--- config.mk ---
export PLATFORM = sky130hd
export DESIGN_NAME = vanilla_remote_load_wb
export DESIGN_NICKNAME = d
export VERILOG_FILES = /design/src/rtl/vanilla_remote_load_wb.sv
export SDC_FILE = /design/constraint.sdc
export NUM_CORES = 1
export LEC_CHECK = 0
export CAP_MARGIN = 10
export CORE_MARGIN = 1.5
export CORE_UTILIZATION = 46
export CTS_BUF_LIST = sky130_fd_sc_hd__clkbuf_8
export CTS_CLUSTER_SIZE = 14
export DETAILED_ROUTE_END_ITERATION = 8
export HOLD_SLACK_MARGIN = 0.08
export PLACE_DENSITY_LB_ADDON = 0.3
export SYNTH_ARGS = -nofsm -noshare
export SYNTH_HDL_FRONTEND = slang
export SYNTH_SLANG_ARGS = --single-unit
--- constraint.sdc ---
create_clock -name clk_i -period 2.85 [get_ports clk_i]
set_clock_uncertainty 0.15 [all_clocks]
set_input_delay 0.57 -clock clk_i [delete_from_list [all_inputs] [get_ports clk_i]]
set_output_delay 0.57 -clock clk_i [all_outputs]
set_load 0.05 [all_outputs]
--- src/rtl/vanilla_remote_load_wb.sv ---
// Remote load response buffer for the vanilla core: queues raw network load
// responses, formats byte/halfword loads and routes them to int or FP writeback.
module vanilla_remote_load_wb #(
  parameter int els_p          = 2,
  parameter int reg_id_width_p = 5
) (
  input  logic                          clk_i,
  input  logic                          reset_n_i,
  input  logic                          v_i,
  // {float_wb, reg_id, is_unsigned_op, is_byte_op, is_hex_op, part_sel[1:0], data[31:0]}
  input  logic [reg_id_width_p+37:0]    resp_i,
  output logic                          ready_o,
  output logic                          int_v_o,
  output logic [reg_id_width_p-1:0]     int_rd_o,
  output logic [31:0]                   int_data_o,
  input  logic                          int_yumi_i,
  output logic                          float_v_o,
  output logic [reg_id_width_p-1:0]     float_rd_o,
  output logic [31:0]                   float_data_o,
  input  logic                          float_yumi_i,
  output logic [$clog2(els_p+1)-1:0]    count_o
);

  localparam int ptr_width_lp   = $clog2(els_p);
  localparam int count_width_lp = $clog2(els_p+1);
  localparam int resp_width_lp  = reg_id_width_p + 38;

  // Handshakes: a response transfers in on any cycle with v_i & ready_o.
  // A writeback valid holds with stable rd/data until its yumi; yumi is only
  // legal while the matching valid is high and pops the head on that cycle.

  logic [resp_width_lp-1:0]  mem_r [els_p];
  logic [ptr_width_lp-1:0]   wptr_r, rptr_r;
  logic [count_width_lp-1:0] count_r;

  logic [resp_width_lp-1:0]  head;
  logic                      head_float_wb;
  logic [reg_id_width_p-1:0] head_reg_id;
  logic                      head_unsigned;
  logic                      head_byte;
  logic                      head_hex;
  logic [1:0]                head_part_sel;
  logic [31:0]               head_data;
  logic [7:0]                byte_sel;
  logic [15:0]               hex_sel;
  logic [31:0]               fmt_data;

  logic has_head, float_sel, int_sel, discard;
  logic enq, deq;

  assign head          = mem_r[rptr_r];
  assign head_float_wb = head[resp_width_lp-1];
  assign head_reg_id   = head[37 +: reg_id_width_p];
  assign head_unsigned = head[36];
  assign head_byte     = head[35];
  assign head_hex      = head[34];
  assign head_part_sel = head[33:32];
  assign head_data     = head[31:0];

  assign byte_sel = head_data[{head_part_sel, 3'b000} +: 8];
  assign hex_sel  = head_data[{head_part_sel[1], 4'b0000} +: 16];

  always_comb begin
    fmt_data = head_data;
    if (head_byte)
      fmt_data = {{24{~head_unsigned & byte_sel[7]}}, byte_sel};
    else if (head_hex)
      fmt_data = {{16{~head_unsigned & hex_sel[15]}}, hex_sel};
  end

  // Loads to x0 have no architectural effect, so they retire silently.
  assign has_head  = (count_r != '0);
  assign float_sel = has_head & head_float_wb;
  assign int_sel   = has_head & ~head_float_wb & (head_reg_id != '0);
  assign discard   = has_head & ~head_float_wb & (head_reg_id == '0);

  assign int_v_o      = int_sel;
  assign int_rd_o     = int_sel ? head_reg_id : '0;
  assign int_data_o   = int_sel ? fmt_data : '0;
  assign float_v_o    = float_sel;
  assign float_rd_o   = float_sel ? head_reg_id : '0;
  assign float_data_o = float_sel ? head_data : '0;

  assign ready_o = (count_r < count_width_lp'(els_p));
  assign count_o = count_r;

  assign enq = v_i & ready_o;
  assign deq = (int_yumi_i & int_sel) | (float_yumi_i & float_sel) | discard;

  always_ff @(posedge clk_i or negedge reset_n_i) begin
    if (!reset_n_i) begin
      wptr_r  <= '0;
      rptr_r  <= '0;
      count_r <= '0;
    end else begin
      if (enq) wptr_r <= wptr_r + ptr_width_lp'(1);
      if (deq) rptr_r <= rptr_r + ptr_width_lp'(1);
      count_r <= count_r + count_width_lp'(enq) - count_width_lp'(deq);
    end
  end

  // Storage needs no reset; entries are only observed while counted.
  always_ff @(posedge clk_i) begin
    if (enq) mem_r[wptr_r] <= resp_i;
  end

  a_int_yumi_needs_valid: assert property (
    @(posedge clk_i) disable iff (!reset_n_i) int_yumi_i |-> int_v_o);
  a_float_yumi_needs_valid: assert property (
    @(posedge clk_i) disable iff (!reset_n_i) float_yumi_i |-> float_v_o);
  a_one_hot_valid: assert property (
    @(posedge clk_i) disable iff (!reset_n_i) !(int_v_o && float_v_o));

endmodule

==> impl_results.md <==
- Number of buffers added to fix hold violations after cts: 0
- Starting density of the core: 47.3%
- TritonCTS clock tree: yes
- Number of remaining DRC errors: 0
- Tightest slew margin relative to the limit: 62.1%
- Cell chosen for the clock root: sky130_fd_sc_hd__clkbuf_8
- Clock buffer count from CTS: 9
- Critical Path Sink Type: output pin
- Gr usage total: between 20% and 30%
- Area inside the core boundary: around 10,000 µm²
- Pre-antenna DRT Iters: 5
- Final Critical Period: between 3 and 4 ns
- Post-Syn Nets: 446
- Synthesized area per cell: 12.3 µm²
- Compound-Gate Fraction of Synth Area: 9.65%
- Required time worst endpoint: about 2.1 ns
- Sequential cell area fraction in the yosys report: a little under three fifths
- Final critical-path share of the clock period: 110%
- Area added between synthesis and finish: 55.3%
- Routed length on met2: ~7000 µm
- Average wire length per cell after detail routing: between 15 and 20 µm
- Number of library cell types mapped by synthesis: 40
- Grt ovf: 0
- Clk buf depth: 2
- Insertion delay of the later-clocked pin in the worst-skew pair: between 0.3 and 0.4 ns
- Most frequently used flop master after synthesis: sky130_fd_sc_hd__edfxtp_1
- Async set-or-reset flop fraction in the synthesized netlist: under 10%
- Via count: a little under 4,000
- Port Buffer Count: roughly 130
- Via count of the first global-routing pass: approximately 3,900
- Number of nets in the finished design: slightly above 600
- Number of clock sinks seen by CTS: 90
- Number of enable-type register cells in the synthesized netlist: 86
- First-pass GRT wire length: about 21,000 µm
- FMAX: roughly 320 MHz
- Outcome: complete, but fails checks
- Post-placement worst setup slack: 0.0203 ns
- Hold Violations, Final: 0
- Max-cap check violation count: 0
- Arrival time at the worst endpoint: roughly 2.4 ns
- Clock transition at path regs: 0.09 ns
- Total die area: around 11,000 µm²
- Area post-placement: around 6700 µm²
- Pins over their slew limit: 0
- Fraction of layout cells with a size suffix above 1: about 41%
- Reg-to-reg endpoint: count_o[1]
- Unrepaired setup endpoints after global routing: true
- Synth Area in Simple Gates: ~12%
- Highest signal layer in the routed design: met4
- Placer's final routability congestion estimate: between 0.8 and 0.9
- Parity-gate share of the synthesized area counting xor and xnor cells: less than 1%
- Post-synthesis adder-cell area fraction: less than 1%
- Worst Reg-to-Reg Cells: 10
- Detailed placer's ending HPWL: 9680 µm
- Most common cell in the netlist: sky130_fd_sc_hd__edfxtp_1
- 1st-iter DRT viols: around 300
- Largest area contributor in the netlist: sky130_fd_sc_hd__edfxtp_1
- Cell types occupying the most area after synthesis: sky130_fd_sc_hd__edfxtp_1, sky130_fd_sc_hd__mux2i_1, sky130_fd_sc_hd__nor2_1, sky130_fd_sc_hd__a211oi_2, sky130_fd_sc_hd__mux4_2
- Number of placed I/O pins: approximately 130
- Dominant combinational cell family by area after synthesis: multiplexers
- Number of diodes: 0
- Core Util, Final: between 70 and 80%
- Critical Path Source Type: flop
- Flops & latches, synth: 90
- Minimum setup slack in the final design: -0.285 ns
- Violations in the final reports: negative setup slack
- Met3 wire len: 1140 µm
- Total number of H-tree levels: 3
- Biggest fanout along the worst timing path: 8
- Top cell type's share of synthesized area: 53.1%
- Vias per Instance: between 5 and 6
- Path category of the worst min-delay check: primary input to async pin
- Kind of critical path: flop to output pin
- Yosys synthesis warning count: 0
- Final ANT Viol Nets: 0
- Total wire length: 14,100 µm
- Mux contribution to synthesized area: around 17%
- Transition at the pin with the smallest max-transition slack: ~0.56 ns
- Initial antenna violation count: 0
- R2R setup slack: 0.32 ns
- Top cells by count, synth: sky130_fd_sc_hd__edfxtp_1, sky130_fd_sc_hd__nor2_1, sky130_fd_sc_hd__mux2i_1, sky130_fd_sc_hd__nand3_1, sky130_fd_sc_hd__o21ai_0
- Final cell area excluding filler cells: between 7000 and 8000 µm²
- Width of the chip: between 100 and 150 µm
- Die span in y: ~110 µm
- Post-Synthesis Cell Area: a little under 5000 µm²
- R2r startpoint: rptr_r
- Pin count of the biggest net entering global routing: 44
- Total Negative Setup Slacks: -7.84 ns
- Gate Count Post-Synth: around 400
- Number of cell rows: 37
- Post-Route M1 WL: around 5500 µm
- Setup-violating endpoint count in the final report: 33
how the worst max path moves through the flow:
stage | cells after the start | to | start
final | 9 | int_data_o[22] | rptr_r
after global routing | 9 | int_data_o[15] | rptr_r
after CTS | 8 | int_data_o[20] | rptr_r
after detailed placement | 7 | int_data_o[25] | rptr_r
after global placement | 7 | int_data_o[4] | rptr_r
after floorplan | 6 | int_data_o[1] | rptr_r
through the flow:
step	hold slack, ns	instances
6_report	0.249	708
5_1_grt	0.255	708
4_1_cts	0.256	700
3_5_place_dp	0.392	671
3_3_place_gp	0.380	671
2_1_floorplan	0.124	396
metal layers:
metal  up-vias  GRT usage (%)
met5         -              0
met4         0           11.6
met3        27           5.81
met2       189           40.6
met1      1902           32.4
li1       1800              -
state kept, by name, indices dropped and copies added, names as in the netlist:
register / flops
count_o: 2
mem_r: 86
rptr_r: 1
wptr_r: 1
area by class of cell:
type	instances	area (µm²)
clock buffers	9	124
clock inverters	7	61.3
fillers	667	2730
inverters	6	22.5
multi-input cells	270	2430
flip-flops and latches	90	2680
well taps	136	170
repair buffers	190	2060
cells in the final DEF (no fill, tap or decap), types with 2 or more instances in the layout:
cell type,count
sky130_fd_sc_hd__clkinv_1,2
sky130_fd_sc_hd__nor4_4,4
sky130_fd_sc_hd__and3_2,2
sky130_fd_sc_hd__o21ai_2,2
sky130_fd_sc_hd__nand3_1,18
sky130_fd_sc_hd__edfxtp_1,86
sky130_fd_sc_hd__clkdlybuf4s50_1,50
sky130_fd_sc_hd__clkbuf_8,9
sky130_fd_sc_hd__xnor2_1,3
sky130_fd_sc_hd__a211oi_2,3
sky130_fd_sc_hd__mux2i_2,13
sky130_fd_sc_hd__buf_4,82
sky130_fd_sc_hd__dfrtp_1,3
sky130_fd_sc_hd__mux2i_4,4
sky130_fd_sc_hd__ha_1,2
sky130_fd_sc_hd__clkinvlp_4,2
sky130_fd_sc_hd__a21oi_1,14
sky130_fd_sc_hd__buf_6,28
sky130_fd_sc_hd__mux2_2,3
sky130_fd_sc_hd__nand2_1,4
sky130_fd_sc_hd__nor3_4,9
sky130_fd_sc_hd__mux4_2,6
sky130_fd_sc_hd__a21oi_2,3
sky130_fd_sc_hd__o21ai_0,17
sky130_fd_sc_hd__clkbuf_16,2
sky130_fd_sc_hd__buf_12,26
sky130_fd_sc_hd__mux2i_1,46
sky130_fd_sc_hd__nor2_4,8
sky130_fd_sc_hd__a211oi_4,17
sky130_fd_sc_hd__inv_1,6
sky130_fd_sc_hd__nor2_1,73
sky130_fd_sc_hd__nand3b_1,2
critical path: stages (launching register included):
cell and delay (ns):
sky130_fd_sc_hd__dfrtp_2 0.48, sky130_fd_sc_hd__buf_12 0.16, sky130_fd_sc_hd__buf_4 0.16, sky130_fd_sc_hd__mux2i_4 0.20
sky130_fd_sc_hd__mux2i_2 0.26, sky130_fd_sc_hd__a221oi_4 0.11, sky130_fd_sc_hd__buf_6 0.16, sky130_fd_sc_hd__buf_16 0.15
sky130_fd_sc_hd__a211oi_4 0.18, sky130_fd_sc_hd__buf_6 0.19
repair_timing:
action / 4_1_cts / 5_1_grt
endpoints found under the setup margin: 38 / 35
resized for setup: 57 / 24
setup buffers: 12 / 6
cloned: 2 / 2
pin swaps: 26 / 9
kinds of logic after synthesis:
family | after synthesis
mux | 73
flops | 90
buf+inv | 36
simple gates | 128
fa+ha+maj | 2
compound gates | 63
xor+xnor | 4
Power is not shown: default switching activity piles up to over one toggle a cycle in this logic, so the estimate is an artifact.
